File: config.mk
export PLATFORM = sky130hd
export DESIGN_NAME = seq_divider_flat
export DESIGN_NICKNAME = d
export VERILOG_FILES = /design/src/rtl/seq_divider_if.sv /design/src/rtl/seq_divider.sv /design/src/flat_wrapper.sv
export SDC_FILE = /design/constraint.sdc
export NUM_CORES = 1
export LEC_CHECK = 0
export CORE_MARGIN = 5
export CORE_UTILIZATION = 40
export DETAILED_ROUTE_END_ITERATION = 8
export SLEW_MARGIN = 25
export SYNTH_ARGS = -nofsm -noshare
export SYNTH_HDL_FRONTEND = slang
export SYNTH_SLANG_ARGS = --single-unit
File: constraint.sdc
create_clock -name clk -period 2.8 [get_ports clk]
set_input_delay 0.56 -clock clk [delete_from_list [all_inputs] [get_ports clk]]
set_output_delay 0.56 -clock clk [all_outputs]
set_load 0.02 [all_outputs]
File: src/rtl/seq_divider_if.sv
// Operand/result bundle for the sequential divider; master drives operands and load.
interface seq_divider_if #(
  parameter int unsigned N = 4
);
  logic             load;
  logic [2*N-1:0]   dividend;
  logic [N-1:0]     divisor;
  logic [2*N-1:0]   quotient;
  logic [N-1:0]     remainder;
  logic             op_ready;
  logic             div_by_zero;
  logic             busy;

  modport master (
    output load, dividend, divisor,
    input  quotient, remainder, op_ready, div_by_zero, busy
  );

  modport slave (
    input  load, dividend, divisor,
    output quotient, remainder, op_ready, div_by_zero, busy
  );
endinterface

File: src/rtl/seq_divider.sv
// Restoring divider: 2N-bit dividend by N-bit divisor, one quotient bit per clock.
module seq_divider #(
  parameter int unsigned N = 4
) (
  input logic          clk,
  input logic          rst,
  seq_divider_if.slave bus
);
  localparam int unsigned DW = 2 * N;
  localparam int unsigned CW = (DW > 1) ? $clog2(DW) : 1;

  typedef enum logic [1:0] {IDLE, RUN, DONE} state_t;

  state_t          state_q, state_d;
  logic [DW-1:0]   dvd_q;
  logic [N-1:0]    dvs_q;
  logic [N-1:0]    pr_q;
  logic [CW-1:0]   cnt_q;

  logic            start, zero_ld, step, last;
  logic [N:0]      pr_shift;
  logic            q_bit;
  logic [N-1:0]    pr_sub;
  logic [N-1:0]    pr_d;
  logic [DW-1:0]   dvd_d;

  // Between steps the partial remainder is below the divisor, so N bits hold it;
  // the shifted-in value needs N+1 bits only for the comparison.
  assign pr_shift = {pr_q, dvd_q[DW-1]};
  assign q_bit    = (pr_shift >= {1'b0, dvs_q});
  assign pr_sub   = pr_shift[N-1:0] - dvs_q;
  assign pr_d     = q_bit ? pr_sub : pr_shift[N-1:0];
  // Quotient bits enter at the LSB as dividend bits leave the MSB.
  assign dvd_d    = {dvd_q[DW-2:0], q_bit};

  always_ff @(posedge clk) begin
    if (rst) state_q <= IDLE;
    else     state_q <= state_d;
  end

  always_comb begin
    state_d = state_q;
    start   = 1'b0;
    zero_ld = 1'b0;
    step    = 1'b0;
    last    = 1'b0;
    case (state_q)
      IDLE, DONE: begin
        if (bus.load) begin
          if (bus.divisor == '0) begin
            zero_ld = 1'b1;
            state_d = DONE;
          end else begin
            start   = 1'b1;
            state_d = RUN;
          end
        end
      end
      RUN: begin
        step = 1'b1;
        if (cnt_q == CW'(DW - 1)) begin
          last    = 1'b1;
          state_d = DONE;
        end
      end
      default: state_d = IDLE;
    endcase
  end

  // Working registers and registered outputs.
  always_ff @(posedge clk) begin
    if (rst) begin
      dvd_q           <= '0;
      dvs_q           <= '0;
      pr_q            <= '0;
      cnt_q           <= '0;
      bus.quotient    <= '0;
      bus.remainder   <= '0;
      bus.op_ready    <= 1'b0;
      bus.div_by_zero <= 1'b0;
      bus.busy        <= 1'b0;
    end else begin
      if (zero_ld) begin
        bus.quotient    <= '1;
        bus.remainder   <= '0;
        bus.op_ready    <= 1'b1;
        bus.div_by_zero <= 1'b1;
        bus.busy        <= 1'b0;
      end
      if (start) begin
        dvd_q           <= bus.dividend;
        dvs_q           <= bus.divisor;
        pr_q            <= '0;
        cnt_q           <= '0;
        bus.op_ready    <= 1'b0;
        bus.div_by_zero <= 1'b0;
        bus.busy        <= 1'b1;
      end
      if (step) begin
        dvd_q <= dvd_d;
        pr_q  <= pr_d;
        cnt_q <= cnt_q + CW'(1);
      end
      if (last) begin
        bus.quotient    <= dvd_d;
        bus.remainder   <= pr_d;
        bus.op_ready    <= 1'b1;
        bus.div_by_zero <= 1'b0;
        bus.busy        <= 1'b0;
      end
    end
  end
endmodule

File: src/flat_wrapper.sv
// flat-port wrapper written by rule: the top's interface ports become plain ports
module seq_divider_flat 
#(
  parameter int unsigned N = 4
)
  (clk, rst, bus_load, bus_dividend, bus_divisor, bus_quotient, bus_remainder, bus_op_ready, bus_div_by_zero, bus_busy);
  seq_divider_if #(.N(N)) bus_i ();
  input logic clk;
  input logic rst;
  input wire logic [$bits(bus_i.load)-1:0] bus_load;
  input wire logic [$bits(bus_i.dividend)-1:0] bus_dividend;
  input wire logic [$bits(bus_i.divisor)-1:0] bus_divisor;
  output wire logic [$bits(bus_i.quotient)-1:0] bus_quotient;
  output wire logic [$bits(bus_i.remainder)-1:0] bus_remainder;
  output wire logic [$bits(bus_i.op_ready)-1:0] bus_op_ready;
  output wire logic [$bits(bus_i.div_by_zero)-1:0] bus_div_by_zero;
  output wire logic [$bits(bus_i.busy)-1:0] bus_busy;
  assign bus_i.load = bus_load;
  assign bus_i.dividend = bus_dividend;
  assign bus_i.divisor = bus_divisor;
  assign bus_quotient = bus_i.quotient;
  assign bus_remainder = bus_i.remainder;
  assign bus_op_ready = bus_i.op_ready;
  assign bus_div_by_zero = bus_i.div_by_zero;
  assign bus_busy = bus_i.busy;
  seq_divider #(.N(N)) u_core (.clk(clk), .rst(rst), .bus(bus_i));
endmodule
==> impl_metrics.csv, run 1 <==
group,metric,value,unit
route,dr_wl_met2,1710,um
critical_path,critPathTopFamily,"simple AND/OR/NAND/NOR gates",
finish,fin_area,2100,um^2
timing,worst_slew_pin_slew,672,ps
finish,fill_cells,401,
route,route.met3.wl,227,um
pwr,clock_power_share,36.1,%
cts,cts-root-buf,"clkbuf_8",
yosys,ys_warn_count,0,
critical_path,worstPathRequired,2990,ps
timing,slew_viol_final,0,
global_routing,antenna_found_initial,0,
worst_hold_path,min_path_type,"register to register",
route,drt-met1-wl,1920,um
timing,setup_viol,0,
pwr,p_per_area,586,nW/um^2
cts,clockBufferDepth,2,
yosys,syn_area,1670,um^2
critical_path,critPathMaxFanout,4,
route,routed.top_layer,"met4",
yosys,synth-seq-area-share,43.2,%
finish,final_cells,282,
cts,cts_buffers,5,
floorplanning,die_y,74.6,um
cts,ctsResizeCount,0,
route,routedWlPerCell,13.9,um
route,drt_iter0_drc,112,
critical_path,critPathKind,"input pin to register",
global_routing,grtUsageTotal,15.8,%
floorplanning,die-area,5560,um^2
placed_design,io_buffers,29,
placed_design,place_area,1990,um^2
pwr,p_leak,0.790,nW
cts,cts_max_level,2,
floorplanning,num_rows,23,
cts,path_clk_slew,70,ps
cts,clk_latency,280,ps
critical_path,cp_slowest_cell,"or4_4",
critical_path,critical_path.cell_chain,"clkdlybuf4s50_1 > or4_4 > a211oi_1 > nand2_1 > o31ai_1",
pwr,power_frac_comb,18.2,%
pwr,seqPwrFrac,45.7,%
critical_path,critPathBufInv,1,
pwr,netSwitchingFraction,27.5,%
route,drtAntennaViolNets,0,
critical_path,max_stage_delay,600,ps
timing,skew,2.45,ps
timing,rsz0062_at_grt,"false",
yosys,synthesis.nets,223,
global_routing,grt_pass1_vias,1427,
route,vias_per_cell,5.21,
timing,fmax,0.494,GHz
critical_path,arrival,2220,ps
placed_design,hpwl,2890,um
job,cap_violations,0,
route,dr.pass1.iters,4,
cts,holdBufCountCts,0,
floorplanning,io-pin-count,30,
yosys,synth_area_per_cell,8.30,um^2
pwr,vdd_drop_max,0.372,mV
timing,final.period_utilization,72.3,%
yosys,synthCells,201,
finish,mostFrequentLayoutCells,"dfxtp_1, nor2_1, nand2_1, clkdlybuf4s50_1, nor3_1",
route,vias,1468,
route,drc,0,
global_routing,grt_overflow,0,
run_status,status,"finished clean",
route,routed_wl,3920,um
finish,drive_gt1_share,6.90,%
timing,fin_crit,2020,ps
floorplanning,core-area,4030,um^2
critical_path,startpoint_type,"input pin",
finish,num_antenna_cells,0,
global_routing,grt_pass1_wl,6760,um
cts,post_cts_buffers,0,
timing,setup_tns,0,ps
pwr,intPower,0.000893,W
finish,area_delta_synth_final,25.8,%
pwr,p_sw,0.000338,W
finish,nets,253,
floorplanning,die_w,74.6,um
floorplanning,initial_utilization,41.4,%
critical_path,worstSetupEndpointType,"register",
cts,cts_sinks,36,
timing,hold_viol,0,
yosys,ys_ff_latch,36,
timing,max-slew-margin-rel,55.2,%
global_routing,grt_max_degree,32,
timing,holdWs,456,ps
placed_design,gp_routability_congestion,0.761,
placed_design,dp.cells,274,
yosys,synth_cell_types,39,
finish,postLayoutCoreUtil,52.1,%
finish,final_common_cell,"dfxtp_1",
cts,cts_tree,"yes",
==> path summary, 6_finish.rpt <==
check / start / endpoint / slack, ps / depth (start not counted)
setup / recovery: bus_divisor[0] / u_core.pr_q[3]$_SDFFE_PP0P_ / 780 / 5
hold reg to reg: u_core.bus.remainder[3]$_SDFFE_PP0P_ / u_core.bus.remainder[3]$_SDFFE_PP0P_ / 460 / 2
setup reg to reg: u_core.dvd_q[7]$_SDFFE_PP0P_ / u_core.bus.remainder[0]$_SDFFE_PP0P_ / 870 / 6
hold / removal: u_core.bus.remainder[3]$_SDFFE_PP0P_ / u_core.bus.remainder[3]$_SDFFE_PP0P_ / 460 / 2
==> stage by stage <==
step                      worst slack [ps]  power, W
after CTS                              804   0.00125
after floorplan                       1070  0.000726
after global placement                 545  0.000790
final                                  776   0.00123
after global routing                   677   0.00129
after detailed placement               500  0.000796
==> state kept, by name, indices dropped and copies added (netlist names) <==
register and count:
u_core.cnt_q 3, u_core.bus.op_ready 1, u_core.bus.quotient 8, u_core.dvd_q 8, u_core.bus.remainder 4, u_core.pr_q 4
u_core.bus.busy 1, u_core.state_q 2, u_core.bus.div_by_zero 1, u_core.dvs_q 4
==> area by class of cell <==
type                            count  area [um^2]  area share [%]
Clock inverter                      2         35.0            1.67
Timing Repair Buffer               33          320            15.3
Clock buffer                        6         72.6            3.46
Sequential cell                    36          721            34.3
Inverter                            8         30.0            1.43
Multi-Input combinational cell    147          858            40.9
Tap cell                           50         62.6            2.98
==> cells in the mapped netlist (all sizes together) <==
cell / instances / area [um^2]
nor2b: 3 / 18.8
nand3b: 1 / 7.51
nand2: 31 / 124
a221oi: 2 / 23.8
a22oi: 4 / 30.0
nor4: 1 / 6.26
nor3: 11 / 55.1
a21oi: 8 / 40.0
fa: 1 / 20.0
nor3b: 1 / 7.51
a311oi: 7 / 61.3
or3: 4 / 25.0
a32o: 2 / 20.0
o32ai: 1 / 8.76
inv: 8 / 30.0
nand4: 1 / 6.26
dfxtp: 36 / 721
nand3: 5 / 25.0
clkbuf: 5 / 28.8
o21a: 2 / 15.0
o21ai: 7 / 46.3
nor2: 34 / 128
nand2b: 3 / 18.8
o31ai: 2 / 15.0
xnor2: 1 / 8.76
a211oi: 1 / 7.51
mux2i: 1 / 10.0
or2: 1 / 6.26
o211ai: 4 / 30.0
ha: 6 / 75.1
buf: 5 / 31.3
or4: 2 / 18.8
==> layer usage <==
metal / GRT usage, % / vias to the layer above
li1: - / 764
met1: 21.8 / 650
met2: 23.2 / 47
met3: 5.00 / 7
met4: 5.73 / 0
met5: 0 / -
==> worst register-to-register path: stages, from the launching register on <==
cell	delay, ps
dfxtp_1	380
inv_1	80
ha_1	310
nand4_1	100
nand2_1	260
or3_1	440
a32o_1	250
==> power groups by stage <==
stage          Sequential [W]  Combinational, W  Clock [W]
2_1_floorplan        0.000571          0.000154          0
3_3_place_gp         0.000573          0.000218          0
3_5_place_dp         0.000574          0.000222          0
4_1_cts              0.000562          0.000224   0.000460
5_1_grt              0.000565          0.000254   0.000475
6_report             0.000562          0.000224   0.000445
==> cells by family after synthesis <==
kind of cell,share of synthesized area [%]
XOR/XNOR,0.525
buffers and inverters,5.40
multiplexers,0.600
adder cells (fa/ha/maj),5.70
AO/OA/AOI/OAI,17.8
flip-flops,43.2
AND/OR/NAND/NOR,26.8
Power figures use the tool's default switching activity.
==> inputs of run 2 (changes only) <==
--- a/config.mk
+++ b/config.mk
@@ -8,6 +8,7 @@
 export CORE_MARGIN = 5
 export CORE_UTILIZATION = 40
 export DETAILED_ROUTE_END_ITERATION = 8
+export PLACE_DENSITY = 0.66
 export SLEW_MARGIN = 25
 export SYNTH_ARGS = -nofsm -noshare
 export SYNTH_HDL_FRONTEND = slang
==> constraint.sdc (replaced) <==
create_clock -name clk -period 1.65 [get_ports clk]
set_input_delay 0.33 -clock clk [delete_from_list [all_inputs] [get_ports clk]]
set_output_delay 0.33 -clock clk [all_outputs]
set_load 0.02 [all_outputs]
==> impl_metrics.csv, run 2 (synthesis gave the netlist of run 1 again) <==
group,metric,value,unit
floorplanning,num_rows,23,
finish,num_antenna_cells,0,
pwr,vdd_drop_max,0.406,mV
pwr,p_per_area,935,nW/um^2
critical_path,crit_path_frequent_cell,"inv_2",
floorplanning,die_w,74.6,um
placed_design,hpwl,2990,um
run_status,violations,"setup timing",
critical_path,startpoint_type,"register",
placed_design,pre_cts_ws,-340,ps
worst_hold_path,hold_depth,2,
critical_path,worstSetupEndpointType,"register",
timing,holdWs,451,ps
critical_path,critPathTopFamily,"adder cells",
critical_path,critPathMaxFanout,2,
cts,cts_max_level,2,
critical_path,critPathBufInv,2,
cts,clk_latency,290,ps
floorplanning,initial_utilization,41.4,%
global_routing,grt_overflow,0,
finish,nets,289,
timing,fmax,0.594,GHz
route,drc,0,
critical_path,cp_slowest_cell,"fa_2",
timing,max-slew-margin-rel,79.7,%
route,dr.pass1.iters,5,
route,vias,1644,
timing,fin_crit,1680,ps
placed_design,gp_routability_congestion,0.813,
finish,fill_cells,357,
global_routing,antenna_found_initial,0,
cts,cts-root-buf,"clkbuf_8",
global_routing,grtUsageTotal,16.1,%
cts,holdBufCountCts,0,
critical_path,worstPathRequired,1830,ps
placed_design,io_buffers,29,
run_status,status,"complete, but fails checks",
cts,cts_buffers,5,
timing,worst_slew_pin_slew,305,ps
cts,path_clk_slew,70,ps
finish,area_delta_synth_final,49.2,%
pwr,power,0.00233,W
route,drt_iter0_drc,129,
route,routed_wl,4320,um
floorplanning,core-area,4030,um^2
cts,cts_sinks,36,
critical_path,reg2regPathDepth,7,
timing,skew,6.42,ps
floorplanning,die-area,5560,um^2
cts,cts_tree,"yes",
critical_path,arrival,1870,ps
finish,top_regs,"u_core.bus.quotient x8, u_core.dvd_q x8",
critical_path,cp_num_cells,7,
pwr,p_leak,0.992,nW
timing,layout_setup_ws,-34.2,ps
finish,mostFrequentLayoutCells,"buf_4, nor2_1, dfxtp_1, nand2_1, clkdlybuf4s50_1",
critical_path,max_stage_delay,390,ps
timing,slew_viol_final,0,
worst_hold_path,min_path_type,"register to register",
finish,final_cells,318,
global_routing,grt_pass1_vias,1498,
global_routing,grt_pass1_wl,6810,um
route,drtAntennaViolNets,0,
floorplanning,io-pin-count,30,
placed_design,dp.cells,308,
timing,rsz0062_at_grt,"true",
timing,hold_viol,0,
cts,clockBufferDepth,2,
route,vias_per_cell,5.17,
critical_path,critical_path.cell_chain,"inv_2 > ha_4 > inv_2 > fa_2 > xnor2_2 > o21ai_0 > a32o_1",
finish,final_common_cell,"buf_4",
timing,final.period_utilization,102,%
route,routedWlPerCell,13.6,um
critical_path,critPathKind,"register to register",
global_routing,grt_max_degree,28,
timing,setup_viol,1,
floorplanning,die_y,74.6,um
job,cap_violations,0,
finish,drive_gt1_share,28.0,%
==> run 2: area by class of cell <==
| type | count | area, um^2 | area share, % |
|---|---|---|---|
| clock inverter | 3 | 42.5 | 1.71 |
| multi-input combinational | 148 | 962 | 38.6 |
| inverter | 8 | 30.0 | 1.21 |
| clock buffer | 5 | 68.8 | 2.76 |
| timing repair buffer | 68 | 598 | 24.0 |
| sequential | 36 | 726 | 29.1 |
| tap | 50 | 62.6 | 2.51 |
==> run 2: stage by stage <==
| step | area [um^2] | setup TNS (ps) | util, % |
|---|---|---|---|
| floorplan | 1670 | 0 | - |
| global placement | 2260 | -8230 | 56.1 |
| detailed placement | 2260 | -9300 | 56.1 |
| CTS | 2390 | -195 | 59.3 |
| global route | 2490 | -194 | 61.8 |
| finish | 2490 | -34.2 | 61.8 |
==> run 2: repair_timing <==
action                     CTS  global route
gates cloned                 1             0
pin swaps                    4             8
resized for setup            7            23
setup endpoints to repair   14             9
setup buffers                0             1
==> run 2: where the power goes <==
group	switching [W]	total, W	internal (W)
Combinational	0.000293	0.000603	0.000310
Sequential	0.0000394	0.000956	0.000917
Clock	0.000322	0.000768	0.000447
Total	0.000654	0.00233	0.00167
==> run 2: worst paths after layout <==
path,start,endpoint,slack (ps)
worst max-delay path,u_core.dvd_q[7]$_SDFFE_PP0P_,u_core.bus.remainder[2]$_SDFFE_PP0P_,-30
worst min-delay path,u_core.bus.remainder[3]$_SDFFE_PP0P_,u_core.bus.remainder[3]$_SDFFE_PP0P_,450
worst max register to register,u_core.dvd_q[7]$_SDFFE_PP0P_,u_core.bus.remainder[2]$_SDFFE_PP0P_,-30
worst min register to register,u_core.bus.remainder[3]$_SDFFE_PP0P_,u_core.bus.remainder[3]$_SDFFE_PP0P_,450
==> run 2: tightest hold or removal path: cells and delay by family, from the launching register on <==
kind               cells  cell delay [ps]
AOI/OAI and AO/OA      1               50
DFF                    1              320
and+or+nand+nor        1               50
==> run 2: per-layer routing <==
metal	part of all wire, %	wire [um]	vias to the layer above	global-route usage [%]
met5	0	0	-	0
met4	2.0	86	0	8.89
met3	5.8	249	7	2.97
met2	46	1990	45	23.7
met1	46	2000	752	22.2
li1	-	-	840	-
==> inputs of run 3 (changes only) <==
--- a/config.mk
+++ b/config.mk
@@ -7,7 +7,9 @@
 export LEC_CHECK = 0
 export CORE_MARGIN = 5
 export CORE_UTILIZATION = 40
+export CTS_CLUSTER_SIZE = 25
 export DETAILED_ROUTE_END_ITERATION = 8
+export GPL_ROUTABILITY_DRIVEN = 0
 export PLACE_DENSITY = 0.66
 export SLEW_MARGIN = 25
 export SYNTH_ARGS = -nofsm -noshare
==> results of run 3 <==
No change in the layout: final DEF, timing and power equal those of run 2.
